**src/rtl/target_gen.sv**
```systemverilog
// target_gen: free-running Galois LFSR reduced into [TMIN, TMAX], never repeating the previous target.
// Define TARGET_GEN_BCD_EN to add registered bcd_tens/bcd_ones outputs.
module target_gen #(
    parameter int          TMIN = 1,
    parameter int          TMAX = 99,
    parameter logic [15:0] SEED = 16'hACE1
) (
    input  logic       clk,
    input  logic       rst,
    input  logic       req,
    output logic       busy,
    output logic       valid,
`ifdef TARGET_GEN_BCD_EN
    output logic [6:0] target,
    output logic [3:0] bcd_tens,
    output logic [3:0] bcd_ones
`else
    output logic [6:0] target
`endif
);

    localparam logic [7:0]  RANGE = 8'(TMAX - TMIN + 1);
    localparam logic [6:0]  TMIN7 = 7'(TMIN);
    localparam logic [6:0]  TMAX7 = 7'(TMAX);
    localparam logic [15:0] TAPS  = 16'hB400;

    typedef enum logic [1:0] {IDLE, REDUCE, ADJUST, DONE} state_t;

    state_t      state;
    state_t      state_next;
    logic [15:0] lfsr;
    logic [15:0] shreg;
    logic [6:0]  rem;
    logic [6:0]  rem_next;
    logic [3:0]  bit_cnt;
    logic [7:0]  trial;
    logic [6:0]  cand;
    logic [6:0]  target_next;

    // Right-shifting Galois form; a nonzero seed keeps it out of the all-zero lock-up state.
    always_ff @(posedge clk) begin
        if (rst)
            lfsr <= SEED;
        else
            lfsr <= {1'b0, lfsr[15:1]} ^ (lfsr[0] ? TAPS : 16'h0000);
    end

    always_ff @(posedge clk) begin
        if (rst)
            state <= IDLE;
        else
            state <= state_next;
    end

    always_comb begin
        state_next = state;
        case (state)
            IDLE:    if (req) state_next = REDUCE;
            REDUCE:  if (bit_cnt == 4'd15) state_next = ADJUST;
            ADJUST:  state_next = DONE;
            DONE:    state_next = IDLE;
            default: state_next = IDLE;
        endcase
    end

    // One restoring step: the partial remainder is always below RANGE, so trial fits in 8 bits.
    always_comb begin
        trial = {rem, shreg[15]};
        if (trial >= RANGE)
            rem_next = 7'(trial - RANGE);
        else
            rem_next = trial[6:0];
    end

    always_comb begin
        cand        = rem + TMIN7;
        target_next = cand;
        if (cand == target && target != 7'd0)
            target_next = (target == TMAX7) ? TMIN7 : target + 7'd1;
    end

    always_ff @(posedge clk) begin
        if (rst) begin
            shreg   <= 16'h0000;
            rem     <= 7'd0;
            bit_cnt <= 4'd0;
            target  <= 7'd0;
        end else begin
            case (state)
                IDLE: begin
                    if (req) begin
                        shreg   <= lfsr;
                        rem     <= 7'd0;
                        bit_cnt <= 4'd0;
                    end
                end
                REDUCE: begin
                    shreg   <= {shreg[14:0], 1'b0};
                    rem     <= rem_next;
                    bit_cnt <= bit_cnt + 4'd1;
                end
                ADJUST:  target <= target_next;
                default: ;
            endcase
        end
    end

    assign busy  = (state == REDUCE) || (state == ADJUST);
    assign valid = (state == DONE);

`ifdef TARGET_GEN_BCD_EN
    // Repeated subtraction of ten with a fixed bound; targets never exceed 99.
    function automatic logic [7:0] to_bcd(input logic [6:0] v);
        logic [6:0] r;
        logic [3:0] t;
        r = v;
        t = 4'd0;
        for (int i = 0; i < 9; i++) begin
            if (r >= 7'd10) begin
                r = r - 7'd10;
                t = t + 4'd1;
            end
        end
        return {t, r[3:0]};
    endfunction

    always_ff @(posedge clk) begin
        if (rst) begin
            bcd_tens <= 4'd0;
            bcd_ones <= 4'd0;
        end else if (state == ADJUST) begin
            {bcd_tens, bcd_ones} <= to_bcd(target_next);
        end
    end
`endif

endmodule

```
**config.mk**
```make
export PLATFORM = sky130hd
export DESIGN_NAME = target_gen
export DESIGN_NICKNAME = d
export VERILOG_FILES = /design/src/rtl/target_gen.sv
export SDC_FILE = /design/constraint.sdc
export NUM_CORES = 1
export LEC_CHECK = 0
export CAP_MARGIN = 20
export CORE_MARGIN = 5
export CORE_UTILIZATION = 45
export DETAILED_ROUTE_END_ITERATION = 10
export HOLD_SLACK_MARGIN = 0.08
export PLACE_DENSITY = 0.73
export SYNTH_ARGS = -nofsm -noshare
export SYNTH_HDL_FRONTEND = slang
export SYNTH_SLANG_ARGS = --single-unit
```
**constraint.sdc**
```tcl
create_clock -name clk -period 4.6 [get_ports clk]
set_input_delay 0.92 -clock clk [delete_from_list [all_inputs] [get_ports clk]]
set_output_delay 0.92 -clock clk [all_outputs]
set_load 0.01 [all_outputs]
```
# [Word-level counts from Yosys, hierarchy flattened]
# Cells that the tools add are included.
[totals] word_cells=40 reg_bits=52 out_inout_bits=9 in_bits=3
[classes] n_mux=13 magnitude_cmp=1 reduce_logical=7 eq_ne=8 n_bitwise=1 add_sub_neg=4
[op_table] op="$mux W16" n=2
[op_table] op="$pmux W16 S2" n=1
[op_table] op="$mux W7" n=4
[op_table] op="$xor A15 B16 Y16" n=1
[op_table] op="$add A7 B1 Y7 const B" n=2
[op_table] op="$pmux W7 S2" n=1
[op_table] op="$ge A8 B7 Y1 const B" n=1
[op_table] op="$pmux W2 S4" n=1
[op_table] op="$pmux W4 S2" n=1
[op_table] op="$eq A7 B7 Y1" n=1
[op_table] op="$eq A7 B7 Y1 const B" n=1
[op_table] op="$reduce_bool A7 Y1" n=1
[op_table] op="$sub A7 B7 Y7 const B" n=1
[op_table] op="$add A4 B1 Y4 const B" n=1
[op_table] op="$eq A2 B2 Y1 const B" n=2
[op_table] op="$eq A4 B4 Y1 const B" n=1
[op_table] op="$mux W2" n=2
[op_table] op="$mux W4" n=1
[op_table] op="$ne A2 B2 Y1 const B" n=2
[op_table] op="$reduce_and A2 Y1" n=2
[op_table] op="$eq A2 B1 Y1 const B" n=1
[op_table] op="$logic_not A2 Y1" n=1
[op_table] op="$reduce_bool A2 Y1" n=1
[op_table] op="$logic_and A1 B1 Y1" n=1
[op_table] op="$logic_or A1 B1 Y1" n=1

# [Logic depth before layout (Yosys ltp)]
# Gate-level depths: netlist of the first run.
[logic_depth] word_depth=4 mapped_depth=9 ltp_nobuf=7

# [Worst setup path after synthesis of the first run]
# No wires, ideal clock.
[synth_path] kind="register to register" startpoint="reg rem[0]" endpoint="reg target[4]" path_buffers=1 slack_ns=2.492 arrival_ns=1.986 stages_incl_launch_ff=9 t_required_ns=4.478 cell_sequence="dfxtp_1 ha_1 and3_1 and3_1 xnor3_1 o2111ai_2 buf_4 a21oi_1 a311o_1"
[synth_between] elab_chain_cells=4
[synth_lines] element="start: declaration" line_no="33" text="logic [6:0] rem;"
[synth_lines] element="start signal: assignment" line_no="99" text="rem <= rem_next;"
[synth_lines] element="$add A7 B1 Y7 (*)" line_no="76" text="cand = rem + TMIN7;"
[synth_lines] element="$eq A7 B7 Y1" line_no="78" text="if (cand == target && target != 7'd0)"
[synth_lines] element="$logic_and A1 B1 Y1" line_no="78"
[synth_lines] element="$mux W7 (*)" line_no="78"
[synth_lines] element="end signal: assignment" line_no="102" text="ADJUST: target <= target_next;"
[synth_lines] element="end: declaration" line_no="18" text="output logic [6:0] target"
# Mark *: on every way between the ends. The rest lies on a longest branch, timed or not.
# A chain may end at the register's enable or synchronous reset.

# [Final worst setup path of the first run]
[layout_path] startpoint="reg rem[0]" endpoint="reg target[2]"
# Same word-level chain as after synthesis.

==> results of run 1 <==
power by group through the flow:
stage               logic [W]  clock network [W]  registers (W)
floorplan            0.000425                  0       0.000615
global placement     0.000511                  0       0.000632
detailed placement   0.000538                  0       0.000634
CTS                  0.000539           0.000272       0.000625
global route         0.000606           0.000290       0.000640
finish               0.000533           0.000262       0.000626
cells in the final DEF, fill, tap and decap left out, types with 4 or more instances in the layout:
master | synthesis | layout
xor2_1 | 9 | 9
a22oi_1 | 9 | 9
clkbuf_8 | 0 | 5
inv_1 | 8 | 8
ha_1 | 10 | 10
o21ai_0 | 4 | 4
nor3_1 | 12 | 12
nand2_1 | 7 | 7
nor2b_1 | 11 | 11
nor2_1 | 42 | 42
and3_1 | 5 | 5
clkdlybuf4s50_1 | 0 | 10
nand3_1 | 8 | 8
a211oi_1 | 10 | 10
dfxtp_1 | 52 | 52
o22ai_1 | 10 | 10
or2_2 | 6 | 6
xnor2_1 | 10 | 10
a21oi_1 | 7 | 7
mux2i_1 | 9 | 9
worst min path at each step:
stage	slack, ns	depth (start not counted)	end
finish	0.45	1	lfsr[11]$_SDFF_PP1_
global route	0.49	1	lfsr[2]$_SDFF_PP0_
CTS	0.46	1	lfsr[6]$_SDFF_PP1_
detailed placement	0.43	1	lfsr[0]$_SDFF_PP1_
global placement	0.43	1	lfsr[0]$_SDFF_PP1_
floorplan	0.42	1	lfsr[11]$_SDFF_PP1_
per-layer routing:
metal	GRT usage, %	routed length, um	up-vias
met4	5.61	87	0
met5	0	0	-
met3	4.03	211	10
met2	22.1	2170	34
met1	16.5	2340	936
li1	-	-	1001
sequential cells by signal (all words and copies together), names as in the netlist:
name,count
rem,7
target,7
lfsr,16
shreg,16
bit_cnt,4
state,2
cell type report:
type                       count  area [um^2]  area share [%]
inverter                       8         30.0            1.08
clock buffer                   5         68.8            2.48
clock inverter                 3         21.3           0.766
tap                           72         90.1            3.24
sequential                    52         1040            37.5
multi-input combinational    206         1410            50.9
timing repair buffer          12          113            4.05
critical path, cell delays in order (launching register included):
cell and delay, ns:
dfxtp_1 0.55, ha_1 0.33, and3_1 0.22, xor2_1 0.25, xnor2_1 0.17, o2111ai_2 0.37, mux2_4 0.42, a211oi_2 0.20
metrics by stage:
stage               cell area (um^2)  hold WS (ns)  worst slack [ns]
floorplan                       2590         0.416              2.49
global placement                2680         0.430              1.98
detailed placement              2690         0.432              1.94
CTS                             2780         0.458              2.00
global route                    2780         0.486              1.88
finish                          2780         0.454              2.02
kinds of logic (layout without fill, tap and decap cells):
| logic type | Yosys count | after routing |
|---|---|---|
| compound gates | 52 | 52 |
| mux | 10 | 10 |
| buf+inv | 32 | 28 |
| simple gates | 113 | 113 |
| xor+xnor | 21 | 21 |
| flops | 52 | 52 |
| fa+ha+maj | 10 | 10 |
==> impl_metrics.py, run 1 <==
metrics = {
    "yosys": {
        "ys_seq_elements": 52,
        "synth-simple-area-share_pct": 23.1,
        "synth-main-ff-cell": "dfxtp_1",
        "synth-edff-count": 0,
        "synth.avg_cell_area_um2": 8.94,
        "netlist_top_cells_area": "dfxtp_1 40%, nor2_1 6.1%, ha_1 4.8%",
        "async_flop_share_pct": 0,
        "synth_xor_xnor_area_share_pct": 8.35,
        "synth.top_cell.area_share_pct": 40.1,
        "synth_common_cells": "52 x dfxtp_1, 42 x nor2_1, 15 x clkbuf_1",
        "synth_cell_types": 48,
        "synthAdderAreaFrac_pct": 4.82,
        "synth_compound_area_share_pct": 14.2,
        "seq_area_frac_synth_pct": 40.1,
        "yosysMostFrequentCell": "dfxtp_1",
        "yosys.area.top_type": "dfxtp_1",
        "syn_area_um2": 2590,
        "synth.area.mux_share_pct": 4.05,
        "syn-num-nets": 303,
        "synth_top_family_by_area": "simple AND/OR/NAND/NOR gates",
        "ys.warnings.count": 0,
        "syn_inst": 290,
    },
    "layout": {
        "stdcell_count": 358,
        "syn_to_final_growth_pct": 7.09,
        "final_util_pct": 50.1,
        "drive_above_1_share_pct": 8.39,
        "n_antenna_cell": 0,
        "nets": 298,
        "nFillCells": 532,
    },
    "sta": {
        "relSlewSlack_pct": 33.9,
        "max_freq_mhz": 387,
        "hold_viol_final": 0,
        "skew_ns": 0.00793,
        "slew_violations": 0,
        "worst_slew_pin_slew_ns": 0.991,
        "setup_viol": 0,
        "fin_crit_sh_pct": 56.2,
        "rsz0062_at_grt": "false",
        "finalCriticalPeriod_ns": 2.58,
        "setup_tns_ns": 0,
    },
    "clock_network": {
        "cts_buffers": 5,
        "htree_levels": 2,
        "cts_sinks": 52,
        "clk_latency_ns": 0.31,
        "hold_buffers": 0,
        "postCtsSetupBuffers": 0,
        "cts_root_buf": "clkbuf_8",
        "clockBufferDepth": 2,
        "cts_resized": 0,
        "clk_pin_slew_ns": 0.09,
        "cts_tree": "yes",
    },
    "flow_run": {
        "drv_cap": 0,
    },
    "worst_setup_path": {
        "r2r_setup_slack_ns": 2.02,
        "critPathLaunchType": "flop",
        "r2r_cells": 7,
        "critPathKind": "reg2reg",
        "cp-end-kind": "flop",
        "crit_end": "target[2]$_SDFFE_PP0P_",
        "r2r-start": "rem[0]$_SDFFE_PP0P_",
        "cp.arrival_ns": 2.81,
        "cp.required_ns": 4.83,
        "path_max_fanout": 13,
        "crit_start": "rem[0]$_SDFFE_PP0P_",
        "r2r_end": "target[2]$_SDFFE_PP0P_",
    },
    "outcome": {
        "status": "finished, final reports clean",
    },
    "routing": {
        "drtIter0Drc": 115,
        "drt_wl_total_um": 4810,
        "ant_nets": 0,
        "drc_errors": 0,
        "vias": 1981,
        "viasPerCell": 5.53,
        "wl_per_cell_um": 13.4,
        "dr.pass1.iters": 5,
    },
    "pwr": {
        "power.share.switching_pct": 38.0,
        "leakagePower_nw": 1.06,
        "pwr-share-seq_pct": 44.0,
        "powerDensity_nw_per_um2": 511,
        "ir_drop_mv": 0.293,
        "clkPwrFrac_pct": 18.5,
        "p_total_w": 0.00142,
        "p_comb_share_pct": 37.5,
        "p_int_w": 0.000881,
        "switchingPower_w": 0.000540,
    },
    "place": {
        "place.gp.congestion": 0.786,
        "place_inst": 350,
        "io_buffers": 11,
        "dp_hpwl_um": 3200,
    },
    "grt": {
        "grt.total_usage_pct": 13.5,
        "antenna_found_initial": 0,
        "grt_pass1_wl_um": 8140,
        "first_global_vias": 1820,
        "grt_max_degree": 58,
        "grt_remaining_overflow": 0,
    },
    "die": {
        "dieArea_um2": 7380,
        "row_count": 27,
        "ioPinCount": 12,
        "die_height_um": 85.9,
        "core_area_um2": 5540,
        "die_w_um": 85.9,
        "start_util_pct": 46.8,
    },
    "min_path": {
        "hold_start": "lfsr[12]$_SDFF_PP0_",
        "hold_class": "reg2reg",
    },
}
No activity file was read; power rests on OpenSTA's default activity.
==> run 2, diff against run 1 <==
- PLACE_DENSITY: 0.73 -> 0.76
- clock period: 4.6 -> 2.35 ns (I/O delays scaled with it)
==> run 2 against run 1 <==
Against the previous run: worst setup slack got worse by 1.8 ns; critical path depth is 1 higher; sequential cell count did not move; maximum frequency rose by 18%; combinational power rose by 110%; via count grew 2.6%; clock power increased by 140%; core utilization is 2.1 points higher; sequential power up 95%; critical path type unchanged; critical endpoint is now target[4]$_SDFFE_PP0P_.
==> impl_metrics.py, run 2 (same netlist as run 1, synthesis figures left out) <==
metrics = {
    "clock_network": {
        "hold_buffers": 0,
        "clockBufferDepth": 2,
        "cts_root_buf": "clkbuf_8",
        "cts_tree": "yes",
        "cts_buffers": 5,
        "cts_sinks": 52,
        "clk_latency_ns": 0.30,
        "clk_pin_slew_ns": 0.09,
        "htree_levels": 2,
    },
    "worst_setup_path": {
        "r2r-start": "rem[0]$_SDFFE_PP0P_",
        "crit_start": "rem[0]$_SDFFE_PP0P_",
        "r2r_setup_slack_ns": 0.17,
        "critPathKind": "reg2reg",
        "cp.arrival_ns": 2.38,
        "path_max_fanout": 8,
        "cp.required_ns": 2.55,
        "r2r_end": "target[4]$_SDFFE_PP0P_",
        "critPathLaunchType": "flop",
        "r2r_cells": 8,
        "cp-end-kind": "flop",
    },
    "sta": {
        "relSlewSlack_pct": 65.7,
        "fin_crit_sh_pct": 92.8,
        "max_freq_mhz": 458,
        "whs_ns": 0.450,
        "setup_tns_ns": 0,
        "worst_slew_pin_slew_ns": 0.508,
        "slew_violations": 0,
        "skew_ns": 0.00349,
        "setup_viol": 0,
        "rsz0062_at_grt": "false",
        "finalCriticalPeriod_ns": 2.18,
        "hold_viol_final": 0,
    },
    "min_path": {
        "min_to": "lfsr[7]$_SDFF_PP1_",
        "hold_class": "reg2reg",
        "hold_start": "lfsr[8]$_SDFF_PP0_",
        "holdPathStages": 1,
    },
    "pwr": {
        "p_comb_share_pct": 37.7,
        "power.share.switching_pct": 36.7,
        "switchingPower_w": 0.00108,
        "pwr-share-seq_pct": 41.3,
        "powerDensity_nw_per_um2": 1020,
        "leakagePower_nw": 1.12,
        "clkPwrFrac_pct": 21.0,
        "ir_drop_mv": 0.611,
        "p_int_w": 0.00187,
    },
    "layout": {
        "final_util_pct": 52.2,
        "n_antenna_cell": 0,
        "final_common_cell": "dfxtp_1",
        "final_cell_mix": "51 x dfxtp_1, 42 x nor2_1, 12 x nor3_1, 12 x buf_4, 11 x nor2b_1",
        "reg.largest.list": "lfsr x16, shreg x16",
        "drive_above_1_share_pct": 12.5,
        "nets": 309,
        "syn_to_final_growth_pct": 11.5,
        "nFillCells": 511,
    },
    "outcome": {
        "status": "finished, final reports clean",
    },
    "grt": {
        "grt.total_usage_pct": 14.0,
        "antenna_found_initial": 0,
        "grt_pass1_wl_um": 8540,
        "grt_remaining_overflow": 0,
        "grt_max_degree": 32,
        "first_global_vias": 1967,
    },
    "routing": {
        "wl_per_cell_um": 13.4,
        "dr.pass1.iters": 4,
        "viasPerCell": 5.51,
        "met1_length_um": 2300,
        "wl_met3_um": 196,
        "top_layer": "met4",
        "dr_wl_met2_um": 2340,
        "drc_errors": 0,
        "drtIter0Drc": 97,
        "ant_nets": 0,
        "drt_wl_total_um": 4940,
        "vias": 2032,
    },
    "place": {
        "place.gp.congestion": 0.768,
        "io_buffers": 11,
        "dp_hpwl_um": 3320,
    },
    "flow_run": {
        "drv_cap": 0,
    },
    "die": {
        "die_height_um": 85.9,
        "start_util_pct": 46.8,
        "core_area_um2": 5540,
        "ioPinCount": 12,
        "row_count": 27,
        "dieArea_um2": 7380,
        "die_w_um": 85.9,
    },
}
run 2: changes by cell type in the layout (fill, tap and decap cells not counted):
cell / previous run / this run
buf_4: 1 / 12
bufinv_16: 0 / 1
clkbuf_1: 0 / 1
clkinv_2: 1 / 0
clkinvlp_4: 1 / 0
dfxtp_1: 52 / 51
dfxtp_2: 0 / 1
ha_1: 10 / 9
ha_2: 0 / 1
xor2_1: 9 / 8
xor2_2: 0 / 1
run 2: how the worst max path moves through the flow:
stage / slack, ns / end / depth (start not counted)
finish: 0.17 / target[4]$_SDFFE_PP0P_ / 8
global route: 0.04 / target[4]$_SDFFE_PP0P_ / 8
CTS: 0.10 / target[2]$_SDFFE_PP0P_ / 7
detailed placement: 0.16 / target[4]$_SDFFE_PP0P_ / 8
global placement: 0.24 / target[4]$_SDFFE_PP0P_ / 7
floorplan: 0.24 / target[4]$_SDFFE_PP0P_ / 8
run 2: cell type report:
class / count / area [um^2] / share of cell area [%]
Timing Repair Buffer: 23 / 195 / 6.75
Clock inverter: 2 / 38.8 / 1.34
Clock buffer: 6 / 72.6 / 2.51
Inverter: 8 / 30.0 / 1.04
Multi-Input combinational cell: 206 / 1420 / 49.2
Sequential cell: 52 / 1040 / 36.0
Tap cell: 72 / 90.1 / 3.11
run 2: power by group through the flow:
stage | Clock, W | Combinational, W | Sequential, W
floorplan | 0 | 0.000832 | 0.00120
detailed placement | 0 | 0.00111 | 0.00124
CTS | 0.000635 | 0.00112 | 0.00122
global route | 0.000673 | 0.00125 | 0.00125
finish | 0.000621 | 0.00112 | 0.00122
global placement | 0 | 0.00107 | 0.00123
run 2: timing repair:
action,in CTS,in global routing
endpoints found under the hold margin,0,0
setup endpoints to repair,0,5
gates resized for setup,0,3
setup buffers,0,0
run 2: critical path, stage by stage, from the launching register on:
cell and delay, ns:
dfxtp_1 0.43, ha_2 0.27, and3_1 0.22, and3_1 0.21, xnor3_1 0.23, o2111ai_2 0.14
buf_4 0.22, a21oi_1 0.05, a311o_1 0.31
run 2: layer usage:
layer  up-vias  track usage (%)
met5         -                0
met4         0             6.04
met1       961             17.7
li1       1025                -
met2        36             23.2
met3        10             2.59
run 2: through the flow:
| stage | worst slack, ns | instances | instance area (um^2) | power (W) |
|---|---|---|---|---|
| floorplan | 0.242 | 290 | 2590 | 0.00204 |
| global placement | 0.236 | 361 | 2770 | 0.00231 |
| detailed placement | 0.156 | 361 | 2770 | 0.00235 |
| CTS | 0.102 | 369 | 2880 | 0.00298 |
| global route | 0.0381 | 369 | 2890 | 0.00317 |
| finish | 0.168 | 369 | 2890 | 0.00296 |
==> run 3, diff against run 2 <==
- TNS_END_PERCENT: not set -> 50
==> results of run 3 <==
Final layout, timing and power as in run 2 (identical DEF).
